## src/rtl/bus_arbiter.sv

```systemverilog
// Round-robin arbiter merging N_MASTERS core bus-master ports onto one shared slave port.
// Define BUS_ARB_TIMEOUT_EN to add a TIMEOUT watchdog that self-acks a stuck transfer and flags o_err.
module bus_arbiter #(
    parameter int N_MASTERS = 2,
    parameter int XLEN      = 32
`ifdef BUS_ARB_TIMEOUT_EN
    ,
    parameter int TIMEOUT   = 255
`endif
) (
    input  logic                      i_clk,
    input  logic                      i_rst_n,
    input  logic [N_MASTERS-1:0]      i_m_bus_en,
    input  logic [N_MASTERS-1:0]      i_m_wr_en,
    input  logic [N_MASTERS*XLEN-1:0] i_m_addr,
    input  logic [N_MASTERS*XLEN-1:0] i_m_wr_data,
    input  logic [N_MASTERS*4-1:0]    i_m_byte_en,
    output logic [N_MASTERS-1:0]      o_m_ack,
    output logic [XLEN-1:0]           o_m_rd_data,
    output logic                      o_s_bus_en,
    output logic                      o_s_wr_en,
    output logic [XLEN-1:0]           o_s_addr,
    output logic [XLEN-1:0]           o_s_wr_data,
    output logic [3:0]                o_s_byte_en,
    input  logic                      i_s_ack,
    input  logic [XLEN-1:0]           i_s_rd_data,
    output logic [N_MASTERS-1:0]      o_grant
`ifdef BUS_ARB_TIMEOUT_EN
    ,
    output logic                      o_err
`endif
);

    localparam int GW = (N_MASTERS > 1) ? $clog2(N_MASTERS) : 1;

    // state | meaning
    // IDLE  | no grant; pick next requester after last served
    // BUSY  | grant held on g until slave ack, abort or timeout
    typedef enum logic {IDLE, BUSY} state_t;

    state_t                state;
    logic [GW-1:0]         g;
    logic [GW-1:0]         last;
    logic [GW-1:0]         next_g;
    logic [N_MASTERS-1:0]  grant;
    logic                  busy;
    logic                  any_req;
    logic                  timeout;

    assign busy    = (state == BUSY);
    assign any_req = |i_m_bus_en;

    // Descending scan so the requester closest after last wins.
    always_comb begin
        next_g = last;
        for (int i = N_MASTERS; i >= 1; i--) begin
            if (i_m_bus_en[(int'(last) + i) % N_MASTERS]) begin
                next_g = GW'((int'(last) + i) % N_MASTERS);
            end
        end
    end

`ifdef BUS_ARB_TIMEOUT_EN
    localparam int TW = $clog2(TIMEOUT + 1);
    logic [TW-1:0] tmo_cnt;

    assign timeout = busy && !i_s_ack && (tmo_cnt == TW'(TIMEOUT));
    assign o_err   = timeout;

    always_ff @(posedge i_clk or negedge i_rst_n) begin
        if (!i_rst_n) begin
            tmo_cnt <= '0;
        end else if (!busy) begin
            tmo_cnt <= '0;
        end else if (!i_s_ack && !timeout) begin
            tmo_cnt <= tmo_cnt + 1'b1;
        end
    end
`else
    assign timeout = 1'b0;
`endif

    always_ff @(posedge i_clk or negedge i_rst_n) begin
        if (!i_rst_n) begin
            state <= IDLE;
            g     <= '0;
            last  <= GW'(N_MASTERS - 1);
            grant <= '0;
        end else begin
            case (state)
                IDLE: begin
                    if (any_req) begin
                        g     <= next_g;
                        grant <= N_MASTERS'(1) << next_g;
                        state <= BUSY;
                    end
                end
                BUSY: begin
                    if (i_s_ack || timeout) begin
                        last  <= g;
                        grant <= '0;
                        state <= IDLE;
                    end else if (!i_m_bus_en[g]) begin
                        grant <= '0;
                        state <= IDLE;
                    end
                end
                default: begin
                    grant <= '0;
                    state <= IDLE;
                end
            endcase
        end
    end

    // Slave side is a live mux of the granted master so the request appears one cycle after arbitration.
    assign o_s_bus_en  = busy && i_m_bus_en[g] && !timeout;
    assign o_s_wr_en   = busy && i_m_wr_en[g];
    assign o_s_addr    = busy ? i_m_addr[g*XLEN +: XLEN]    : '0;
    assign o_s_wr_data = busy ? i_m_wr_data[g*XLEN +: XLEN] : '0;
    assign o_s_byte_en = busy ? i_m_byte_en[g*4 +: 4]       : 4'b0000;

    assign o_m_ack     = (busy && (i_s_ack || timeout)) ? grant : '0;
    assign o_m_rd_data = timeout ? '0 : i_s_rd_data;
    assign o_grant     = grant;

endmodule

```

## config.mk

```make
export PLATFORM = sky130hd
export DESIGN_NAME = bus_arbiter
export DESIGN_NICKNAME = d
export VERILOG_FILES = /design/src/rtl/bus_arbiter.sv
export SDC_FILE = /design/constraint.sdc
export NUM_CORES = 1
export LEC_CHECK = 0
export ABC_AREA = 1
export CAP_MARGIN = 20
export CORE_AREA = 2 2 110 112
export CTS_BUF_LIST = sky130_fd_sc_hd__clkbuf_4 sky130_fd_sc_hd__clkbuf_8
export DETAILED_ROUTE_END_ITERATION = 10
export DIE_AREA = 0 0 112 114
export GPL_TIMING_DRIVEN = 0
export PLACE_DENSITY_LB_ADDON = 0.3
export SYNTH_ARGS = -nofsm -noshare
export SYNTH_HDL_FRONTEND = slang
export SYNTH_SLANG_ARGS = --single-unit
```

## constraint.sdc

```tcl
create_clock -name i_clk -period 1.3 [get_ports i_clk]
set_input_delay 0.195 -clock i_clk [delete_from_list [all_inputs] [get_ports i_clk]]
set_output_delay 0.195 -clock i_clk [all_outputs]
set_load 0.02 [all_outputs]
```

## After elaboration in Yosys (flattened, before gate mapping)

Cells that the tools add are included.

| storage, ports and cells | value |
|---|---|
| register bits | 5 |
| bits in latches | 0 |
| memory bits (writable) | 0 |
| memory bits (read-only) | 0 |
| input port bits | 175 |
| output and inout port bits | 106 |
| memories kept | 0 |

| cells by class | value |
|---|---|
| add/sub/neg operators | 2 |
| multipliers | 0 |
| div/mod/pow operators | 0 |
| $lt $le $gt $ge | 3 |
| equality and inequality tests | 2 |
| shift-type cells | 4 |
| mux-type cells | 24 |
| bitwise logic cells | 3 |
| reductions and logical operators | 7 |

Operators by type and width:

| kind | count |
|---|---|
| indexed part select 64 x 7 -> 32 bit | 2 |
| 2-to-1 mux 32 bit | 2 |
| 2-to-1 mux 1 bit | 15 |
| 2-to-1 mux 2 bit | 4 |
| indexed part select 8 x 4 -> 4 bit | 1 |
| less-than comparator 2 x 3 -> 1 bit (second input constant) | 2 |
| AND reduction 2 bit | 3 |
| 2-to-1 mux 4 bit | 1 |
| case mux 2 bit (2 select lines) | 1 |
| logical AND 1 bit | 3 |
| inequality test 3 bit (second input constant) | 1 |
| adder 1 bit (second input constant) | 2 |
| AND 1 bit (first input constant) | 2 |
| less-than comparator 1 x 2 -> 1 bit (second input constant) | 1 |
| inequality test 2 bit (second input constant) | 1 |
| case mux 1 bit (2 select lines) | 1 |
| OR reduction 2 bit | 1 |
| << shifter 1 x 1 -> 2 bit (first input constant) | 1 |
| inverter 1 bit | 1 |

## Depth between registers and ports, before layout

Gate-level depths: netlist of the first run.

| logic depth | value |
|---|---|
| depth in word-level cells | 10 |
| depth in mapped cells | 8 |

## Worst setup path before layout of the first run

No wires, ideal clock.

| timing path | value |
|---|---|
| kind | flip-flop to output port |
| start point | reg g |
| end point | out o_s_addr[10] |
| arrival time | 1.092 ns |
| data required time | 1.105 ns |
| path slack | 0.013 ns |
| stages on the path, launching flop included | 6 |
| cells stage by stage | dfrtp_1 -> buf_6 -> inv_2 -> buf_2 -> nor2_1 -> nor2_1 |

| on the way | value |
|---|---|
| word-level cells in the longest chain between the ends | 2 |

RTL lines:

| what | RTL line | source |
|---|---|---|
| start, declared | 42 | `logic [GW-1:0] g;` |
| start signal, assigned | 93 | `g <= next_g;` |
| indexed part select 64 x 7 -> 32 bit | 119 | `assign o_s_addr = busy ? i_m_addr[g*XLEN +: XLEN] : '0;` |
| 2-to-1 mux 32 bit | 119 |  |
| end, declared | 22 | `output logic [XLEN-1:0] o_s_addr,` |

No other way between the ends.

## Final worst setup path of the first run

| timing path | value |
|---|---|
| start point | reg g |
| end point | out o_s_wr_data[2] |

| on the way | value |
|---|---|
| word-level cells in the longest chain between the ends | 2 |

RTL lines:

| what | RTL line | source |
|---|---|---|
| indexed part select 64 x 7 -> 32 bit | 120 | `assign o_s_wr_data = busy ? i_m_wr_data[g*XLEN +: XLEN] : '0;` |
| 2-to-1 mux 32 bit | 120 |  |
| end, declared | 23 | `output logic [XLEN-1:0] o_s_wr_data,` |

No other way between the ends.

==> results of run 1 <==
==> registers in the layout, summed over array words and instances (netlist names) <==
name     flops
busy         1
g            1
last         1
o_grant      2
==> cells in the final DEF, fill, tap and decap left out <==
master	count
inv_1	7
clkinv_16	1
dfrtp_1	3
a21oi_2	1
nor2_1	109
clkbuf_16	3
nor2_4	8
clkbuf_4	1
nand2_4	1
buf_8	4
o21ai_1	53
buf_12	5
o211ai_1	2
buf_4	105
clkdlybuf4s50_1	174
clkbuf_8	3
nand2_1	8
buf_2	3
nand2_2	3
buf_6	11
inv_8	1
dlygate4sd2_1	2
dfstp_2	1
dfrtp_2	1
nor2_2	24
o21ai_0	4
o21ai_2	14
a21oi_1	1
nand3_1	1
==> where the power goes <==
| part | internal [mW] | switching [mW] |
|---|---|---|
| Sequential | 0.234 | 0.0586 |
| Clock | 0.231 | 0.0766 |
| Combinational | 3.44 | 4.06 |
| Total | 3.91 | 4.19 |
==> layer usage <==
metal | vias up | track usage [%] | wire (µm)
li1 | 1424 | - | -
met1 | 1223 | 13.3 | 3390
met2 | 142 | 22.6 | 4840
met3 | 2 | 2.71 | 778
met4 | 0 | 1.38 | 20
met5 | - | 0 | 0
==> cells by family after synthesis <==
family | share of synthesized area [%]
buffers and inverters | 26.8
AO/OA/AOI/OAI | 25.6
flip-flops | 8.50
AND/OR/NAND/NOR | 39.1
==> area by class of cell <==
type | instances | area [µm²]
Fill cell | 1237 | 7210
Timing Repair Buffer | 252 | 2390
Multi-Input combinational cell | 229 | 1150
Buffer | 55 | 532
Tap cell | 147 | 184
Sequential cell | 5 | 128
Inverter | 8 | 56.3
Clock buffer | 4 | 48.8
Timing Repair inverter | 1 | 11.3
==> through the flow <==
stage	instance area (µm²)	instances	setup WS (ns)	power, mW
3_3_place_gp	4150	692	-0.714	6.65
2_1_floorplan	1490	297	0.0131	3.61
3_5_place_dp	4150	692	-0.759	6.67
6_report	4500	701	-0.257	8.10
4_1_cts	4150	698	-0.265	7.25
5_1_grt	4500	701	-0.313	8.69
==> what timing repair did <==
item                       in CTS  in global routing
buffers inserted                0                  0
cloned                          2                  3
resized for setup             452                 93
pin swaps                       1                 14
setup endpoints to repair      74                 71
==> worst max-delay path, stage by stage (launching register included) <==
cell,delay (ns)
dfrtp_2,0.43
buf_12,0.17
inv_8,0.09
clkbuf_16,0.14
nor2_1,0.03
nor2_1,0.12
buf_4,0.15
==> worst min-delay path by stage <==
stage	from	to	slack (ns)	cells past startpoint
6_report	i_rst_n	busy	0.21	1
5_1_grt	i_rst_n	o_grant[1]	0.20	1
4_1_cts	i_rst_n	o_grant[1]	0.20	1
3_5_place_dp	i_rst_n	o_grant[1]	0.44	1
3_3_place_gp	i_rst_n	o_grant[1]	0.43	1
2_1_floorplan	i_rst_n	busy	-0.10	0
==> reports/qor.yml, run 1 <==
outcome:
  outcome: "finished, violations left"
  violations: "setup timing"
setup_path:
  r2r-start: "g"
  arrival_ns: 1.36
  crit_path_end: "o_s_wr_data[2]"
  regToRegEndpoint: "o_grant[0]"
  timing_worst_setup_path_type: "reg -> out"
  reg2regPathDepth: 8
  crit_start: "g"
  startpoint_type: "flip-flop"
  reg2reg_setup_slack_ns: 0.09
  worstPathRequired_ns: 1.11
  end_kind: "output port"
  critPathMaxFanout: 6
synthesis:
  syn_inst: 297
  ys_seq_area_share_pct: 8.50
  yosys_register_bits: 5
  syn-num-nets: 472
  synthesis.area_um2: 1490
  synth_top_cells_by_count: "nor2_1, o21ai_0, buf_4, buf_2, nand2_1"
  synth.most_common_cell: "nor2_1"
  postSynthAreaPerCell_um2: 5.00
  synth.area.top_cells: "nor2_1, o21ai_0, buf_4, buf_2, dfrtp_1"
  synth_largest_area_cell: "nor2_1"
  yosysWarningCount: 0
  synthArstFlopShare_pct: 100
  ys.flop_type: "dfrtp_1"
  synth_top_area_share_pct: 35.6
  synth_edf_count: 0
  post_synth_num_cell_types: 15
floorplan:
  pin_count: 281
  start_util_pct: 12.7
  row_count: 40
  core_um2: 11700
  die_y_um: 114
  fp.dieArea_um2: 12800
  die_x_um: 112
grt:
  overflow: 0
  grt_max_degree: 11
  grt_pass1_vias: 2592
  track_usage_pct: 11.6
  antenna_found_initial: 0
  grt_first_pass_wirelength_um: 12300
timing:
  tns_ns: -15.53
  rsz0062_at_grt: "true"
  skew_ns: 0.000373
  hold_slack_ns: 0.206
  worst_slew_pin_slew_ns: 0.247
  setup_viol: 70
  finalHoldViolations: 0
  worst_slack_ns: -0.257
  fin_crit_sh_pct: 120
  slew_headroom_pct: 83.5
  slew_viol_final: 0
  clock.fmax_ghz: 0.642
  period_needed_ns: 1.56
cts:
  cts-htree-levels: 1
  cts_sinks: 5
  cts_root_buffer: "clkbuf_8"
  clk_latency_ns: 0.22
  clock_path_buffers: 2
  cts_tree: "done"
  cts_buffers: 3
  cts_hold_buf: 0
  clk_pin_slew_ns: 0.03
power_and_ir_drop:
  worst_ir_drop_vdd_v: 0.000826
  p_leak_nw: 2.00
  p_per_area_nw_per_um2: 1800
placed_design:
  routabilityCongestion: 0.792
  port_buffers: 248
  dpl.hpwl_um: 7050
cells_and_area:
  final_util_pct: 38.4
  syn_to_final_growth_pct: 203
  drive_gt1_share_pct: 34.3
  final_nets: 730
  antenna_cells: 0
route:
  drt-initial-drc-count: 80
  first_pass_iters: 4
  route.detailed.drc: 0
  num_vias: 2791
  avgRoutedWirePerCell_um: 12.9
  viasPerCell: 3.98
  drt_wl_total_um: 9030
  ant_nets: 0
run:
  drv_cap: 0
worst_hold_path:
  hold_path_class: "in -> async"
Power figures use the tool's default switching activity.
==> inputs of run 2 (changes only) <==
Settings changed: TNS_END_PERCENT set to 1.
==> reports/qor.yml, run 2 (same netlist as run 1, synthesis figures left out) <==
cells_and_area:
  final_nets: 730  # unchanged
  mostFrequentLayoutCells: "clkdlybuf4s50_1, nor2_1, buf_4"
  syn_to_final_growth_pct: 197
  antenna_cells: 0  # unchanged
  fillCellCount: 1258  # +1.7%
  mostFrequentLayoutCell: "clkdlybuf4s50_1"
  drive_gt1_share_pct: 31.6  # -2.7 points
  final_util_pct: 37.7  # -0.68 points
  largest_reg_flops: 2  # unchanged
placed_design:
  port_buffers: 248  # unchanged
  routabilityCongestion: 0.792  # unchanged
  dpl.hpwl_um: 7050  # unchanged
outcome:
  outcome: "finished, violations left"
  violations: "setup timing"
setup_path:
  critPathMaxFanout: 10  # +4
  arrival_ns: 1.35  # about the same
  reg2reg_setup_slack_ns: 0.09  # about the same
  crit_start: "g"
  end_kind: "output port"
  regToRegEndpoint: "o_grant[0]"
  worstPathRequired_ns: 1.11  # about the same
  r2r-start: "g"
  startpoint_type: "flip-flop"
  reg2regPathDepth: 8  # unchanged
  crit_path_end: "o_s_addr[31]"
  timing_worst_setup_path_type: "reg -> out"
floorplan:
  pin_count: 281  # unchanged
  die_y_um: 114  # unchanged
  start_util_pct: 12.7  # unchanged
  row_count: 40  # unchanged
  fp.dieArea_um2: 12800  # unchanged
  die_x_um: 112  # unchanged
  core_um2: 11700  # unchanged
timing:
  skew_ns: 0.000318  # -0.0000548 ns
  clock.fmax_ghz: 0.648  # +0.95%
  slew_headroom_pct: 84.6  # +1.2 points
  slew_viol_final: 0  # unchanged
  finalHoldViolations: 0  # unchanged
  setup_viol: 70  # unchanged
  worst_slack_ns: -0.242  # +0.0146 ns
  worst_slew_pin_slew_ns: 0.230  # -0.0177 ns
  fin_crit_sh_pct: 119  # -1.1 points
  period_needed_ns: 1.54  # -0.0146 ns
  rsz0062_at_grt: "true"
power_and_ir_drop:
  finalPower_mw: 7.94  # -2.0%
  switching_share_pct: 51.4  # -0.35 points
  p_int_mw: 3.86  # -1.3%
  power_frac_comb_pct: 92.4  # -0.2 points
  p_clk_share_pct: 3.9  # about the same
  worst_ir_drop_vdd_v: 0.000843  # +2.1%
  seqPwrFrac_pct: 3.7  # about the same
  p_per_area_nw_per_um2: 1800  # -0.23%
  p_sw_mw: 4.08  # -2.7%
  p_leak_nw: 1.99  # -0.64%
cts:
  cts_sinks: 5  # unchanged
  cts_root_buffer: "clkbuf_8"
  cts_tree: "done"
  clk_latency_ns: 0.22  # about the same
  cts-htree-levels: 1  # unchanged
  clk_pin_slew_ns: 0.03  # about the same
  cts_buffers: 3  # unchanged
  postCtsSetupBuffers: 0  # unchanged
  cts_hold_buf: 0  # unchanged
  clock_path_buffers: 2  # unchanged
route:
  route.detailed.drc: 0  # unchanged
  avgRoutedWirePerCell_um: 12.6  # -2.0%
  ant_nets: 0  # unchanged
  drt-initial-drc-count: 85  # +6.3%
  first_pass_iters: 4  # unchanged
  num_vias: 2793  # +0.072%
  viasPerCell: 3.98  # about the same
  drt_wl_total_um: 8850  # -2.0%
grt:
  overflow: 0  # unchanged
  antenna_found_initial: 0  # unchanged
  grt_pass1_vias: 2573  # -0.73%
  grt_first_pass_wirelength_um: 12200  # -1.0%
  track_usage_pct: 11.5  # -0.13 points
  grt_max_degree: 11  # unchanged
run:
  drv_cap: 0  # unchanged
worst_hold_path:
  hold_path_class: "in -> async"
==> run 2: what timing repair did <==
action | 4_1_cts | 5_1_grt
resized for setup | 439 | 79
cloned | 1 | 4
setup endpoints to repair | 74 | 71
hold endpoints to repair | 0 | 0
pin swaps | 2 | 21
==> run 2: cell type report <==
class | count | area, µm² | area share [%]
inverters | 8 | 56.3 | 1.27
repair buffers | 252 | 2390 | 54.1
flip-flops and latches | 5 | 128 | 2.89
multi-input cells | 229 | 1070 | 24.3
well taps | 147 | 184 | 4.16
clock buffers | 4 | 48.8 | 1.10
repair inverters | 1 | 16.3 | 0.368
plain buffers | 55 | 523 | 11.8
==> run 2: how the worst min path moves through the flow <==
stage	slack, ns	end	depth (start not counted)	startpoint
6_report	0.20	o_grant[1]	1	i_rst_n
5_1_grt	0.20	o_grant[1]	1	i_rst_n
3_5_place_dp	0.44	o_grant[1]	1	i_rst_n
4_1_cts	0.20	o_grant[1]	1	i_rst_n
3_3_place_gp	0.43	o_grant[1]	1	i_rst_n
2_1_floorplan	-0.10	busy	0	i_rst_n
==> run 2: critical path, stage by stage (launching register included) <==
cell and delay, ns:
dfrtp_2 0.43, buf_12 0.16, clkinv_16 0.07, buf_12 0.12, nor2_1 0.04, nor2_1 0.12, buf_4 0.17
==> run 2: power by group through the flow <==
stage                     combinational, mW  sequential, mW  clock (mW)
final                                  7.34           0.294       0.308
after global routing                   7.88           0.301       0.329
after CTS                              6.56           0.275       0.317
after detailed placement               6.40           0.268           0
after global placement                 6.38           0.268           0
after floorplan                        3.32           0.289           0
==> run 2: stage by stage <==
| stage | cells | hold WS [ns] | TNS (ns) | worst slack, ns | cell area, µm² |
|---|---|---|---|---|---|
| final | 701 | 0.199 | -14.71 | -0.242 | 4420 |
| after global routing | 701 | 0.204 | -19.32 | -0.301 | 4420 |
| after CTS | 697 | 0.200 | -14.40 | -0.265 | 4130 |
| after detailed placement | 692 | 0.436 | -47.16 | -0.759 | 4150 |
| after global placement | 692 | 0.428 | -46.16 | -0.714 | 4150 |
| after floorplan | 297 | -0.101 | 0 | 0.0131 | 1490 |
==> run 2: layer usage <==
metal  up-vias  global-route usage [%]  wire, µm
li1       1431                       -         -
met1      1218                    13.1      3440
met2       142                    22.3      4640
met3         2                    2.71       755
met4         0                    1.38        20
met5         -                       0         0
==> inputs of run 3 (changes only) <==
Settings changed: PLACE_DENSITY set to 0.66, PLACE_DENSITY_LB_ADDON 0.3 to not set.
==> reports/qor.yml, run 3 (same netlist as run 1, synthesis figures left out) <==
outcome:
  violations: "setup timing"
  outcome: "finished, violations left"
floorplan:
  die_y_um: 114  # unchanged
  pin_count: 281  # unchanged
  row_count: 40  # unchanged
  fp.dieArea_um2: 12800  # unchanged
  die_x_um: 112  # unchanged
  core_um2: 11700  # unchanged
  start_util_pct: 12.7  # unchanged
timing:
  period_needed_ns: 1.55  # +0.00750 ns
  slew_viol_final: 0  # unchanged
  tns_ns: -12.86  # +1.85 ns
  skew_ns: 0.00330  # +0.00298 ns
  fin_crit_sh_pct: 119  # +0.58 points
  rsz0062_at_grt: "true"
  setup_viol: 70  # unchanged
  worst_slack_ns: -0.250  # -0.00750 ns
  hold_slack_ns: 0.203  # +0.00384 ns
  finalHoldViolations: 0  # unchanged
  slew_headroom_pct: 83.6  # -1.1 points
  worst_slew_pin_slew_ns: 0.245  # +0.0157 ns
  clock.fmax_ghz: 0.645  # -0.48%
grt:
  antenna_found_initial: 0  # unchanged
  grt_first_pass_wirelength_um: 13300  # +8.6%
  grt_pass1_vias: 2717  # +5.6%
  grt_max_degree: 11  # unchanged
  track_usage_pct: 12.6  # +1.0 points
  overflow: 0  # unchanged
route:
  avgRoutedWirePerCell_um: 12.8  # +1.7%
  first_pass_iters: 4  # unchanged
  route.detailed.drc: 0  # unchanged
  drt_wl_total_um: 8940  # +0.95%
  num_vias: 2785  # -0.29%
  drt-initial-drc-count: 69  # -19%
  viasPerCell: 4.00  # +0.43%
  ant_nets: 0  # unchanged
cts:
  clk_pin_slew_ns: 0.04  # about the same
  clock_path_buffers: 2  # unchanged
  cts_buffers: 3  # unchanged
  cts-htree-levels: 1  # unchanged
  cts_tree: "done"
  cts_root_buffer: "clkbuf_8"
  postCtsSetupBuffers: 0  # unchanged
  clk_latency_ns: 0.22  # about the same
  cts_sinks: 5  # unchanged
power_and_ir_drop:
  power_frac_comb_pct: 91.7  # -0.7 points
  p_int_mw: 3.29  # -15%
  p_sw_mw: 3.78  # -7.4%
  p_clk_share_pct: 4.4  # +0.5 points
  switching_share_pct: 53.5  # +2.1 points
  p_per_area_nw_per_um2: 1710  # -4.9%
  finalPower_mw: 7.06  # -11%
  seqPwrFrac_pct: 3.9  # +0.2 points
  p_leak_nw: 1.91  # -4.0%
  worst_ir_drop_vdd_v: 0.000851  # +0.95%
setup_path:
  critPathMaxFanout: 10  # unchanged
  arrival_ns: 1.35  # about the same
  crit_top_cell: "nor2_1"
  cpPeakStageDelay_ns: 0.36  # -0.07 ns
  startpoint_type: "flip-flop"
  worstPathCellList: "buf_6 > inv_12 > buf_12 > nor2_1 > nor2_1 > buf_4"
  worstPathRequired_ns: 1.11  # about the same
  end_kind: "output port"
  timing_worst_setup_path_type: "reg -> out"
  cpMaxStageDelayCell: "dfrtp_1"
cells_and_area:
  antenna_cells: 0  # unchanged
  syn_to_final_growth_pct: 178
  largest_reg_flops: 2  # unchanged
  fillCellCount: 1283  # +2.0%
  final_nets: 725  # -0.68%
  mostFrequentLayoutCells: "clkdlybuf4s50_1, nor2_1, buf_4"
  mostFrequentLayoutCell: "clkdlybuf4s50_1"
  drive_gt1_share_pct: 25.0  # -6.6 points
placed_design:
  dpl.hpwl_um: 7560  # +7.3%
  routabilityCongestion: 0.764  # -3.6%
  port_buffers: 248  # unchanged
worst_hold_path:
  hold_path_class: "in -> async"
run:
  drv_cap: 0  # unchanged
==> run 3: layer usage <==
metal  global-route usage [%]  vias to the layer above  part of all wire (%)
met5                        0                        -                     0
met4                     3.33                        0                   1.9
met3                     2.71                       14                   8.7
met2                     23.0                      154                    51
met1                     14.9                     1204                    39
li1                         -                     1413                     -
==> run 3: worst paths after layout <==
kind | startpoint | endpoint | slack [ns] | cells past startpoint
setup / recovery | g | o_s_wr_data[9] | -0.25 | 6
hold / removal | i_rst_n | o_grant[1] | 0.20 | 1
setup reg to reg | g | o_grant[1] | 0.17 | 8
hold reg to reg | o_grant[0] | o_grant[0] | 0.49 | 2
max in group asynchronous | i_rst_n | last | 0.83 | 1
min in group i_clk | o_grant[0] | o_grant[0] | 0.49 | 2
==> run 3: worst max-delay path, delay by kind of cell (launching register included) <==
kind                   cells  cell delay [ns]
buffers and inverters      4             0.57
and+or+nand+nor            2             0.19
DFF                        1             0.36
==> run 3: final cells by class <==
class                      instances  area, µm²  area share [%]
tap                              147        184            4.45
timing repair buffer             248       2300            55.5
multi-input combinational        229        971            23.5
clock buffer                       4       48.8            1.18
sequential                         5        126            3.05
inverter                           8       42.5            1.03
buffer                            55        468            11.3
==> run 3: through the flow <==
stage          setup WS, ns  cells  area, µm²  utilization, %
6_report             -0.250    696       4140            35.3
5_1_grt              -0.308    696       4140            35.3
4_1_cts              -0.266    696       4060            34.7
3_5_place_dp         -0.767    692       4150            35.5
3_3_place_gp         -0.787    692       4150            35.5
2_1_floorplan        0.0131    297       1490               -
==> run 3: power by group through the flow <==
stage,clock network [mW],registers [mW],logic (mW)
final,0.311,0.276,6.48
after global routing,0.330,0.283,7.01
after CTS,0.313,0.277,6.32
after detailed placement,0,0.276,6.46
after global placement,0,0.268,6.43
after floorplan,0,0.289,3.32
==> run 3: repair_timing <==
action | CTS | global route
hold buffers | 0 | 0
gates resized for setup | 388 | 47
cloned | 0 | 0
pin swaps | 2 | 0
setup endpoints to repair | 74 | 72
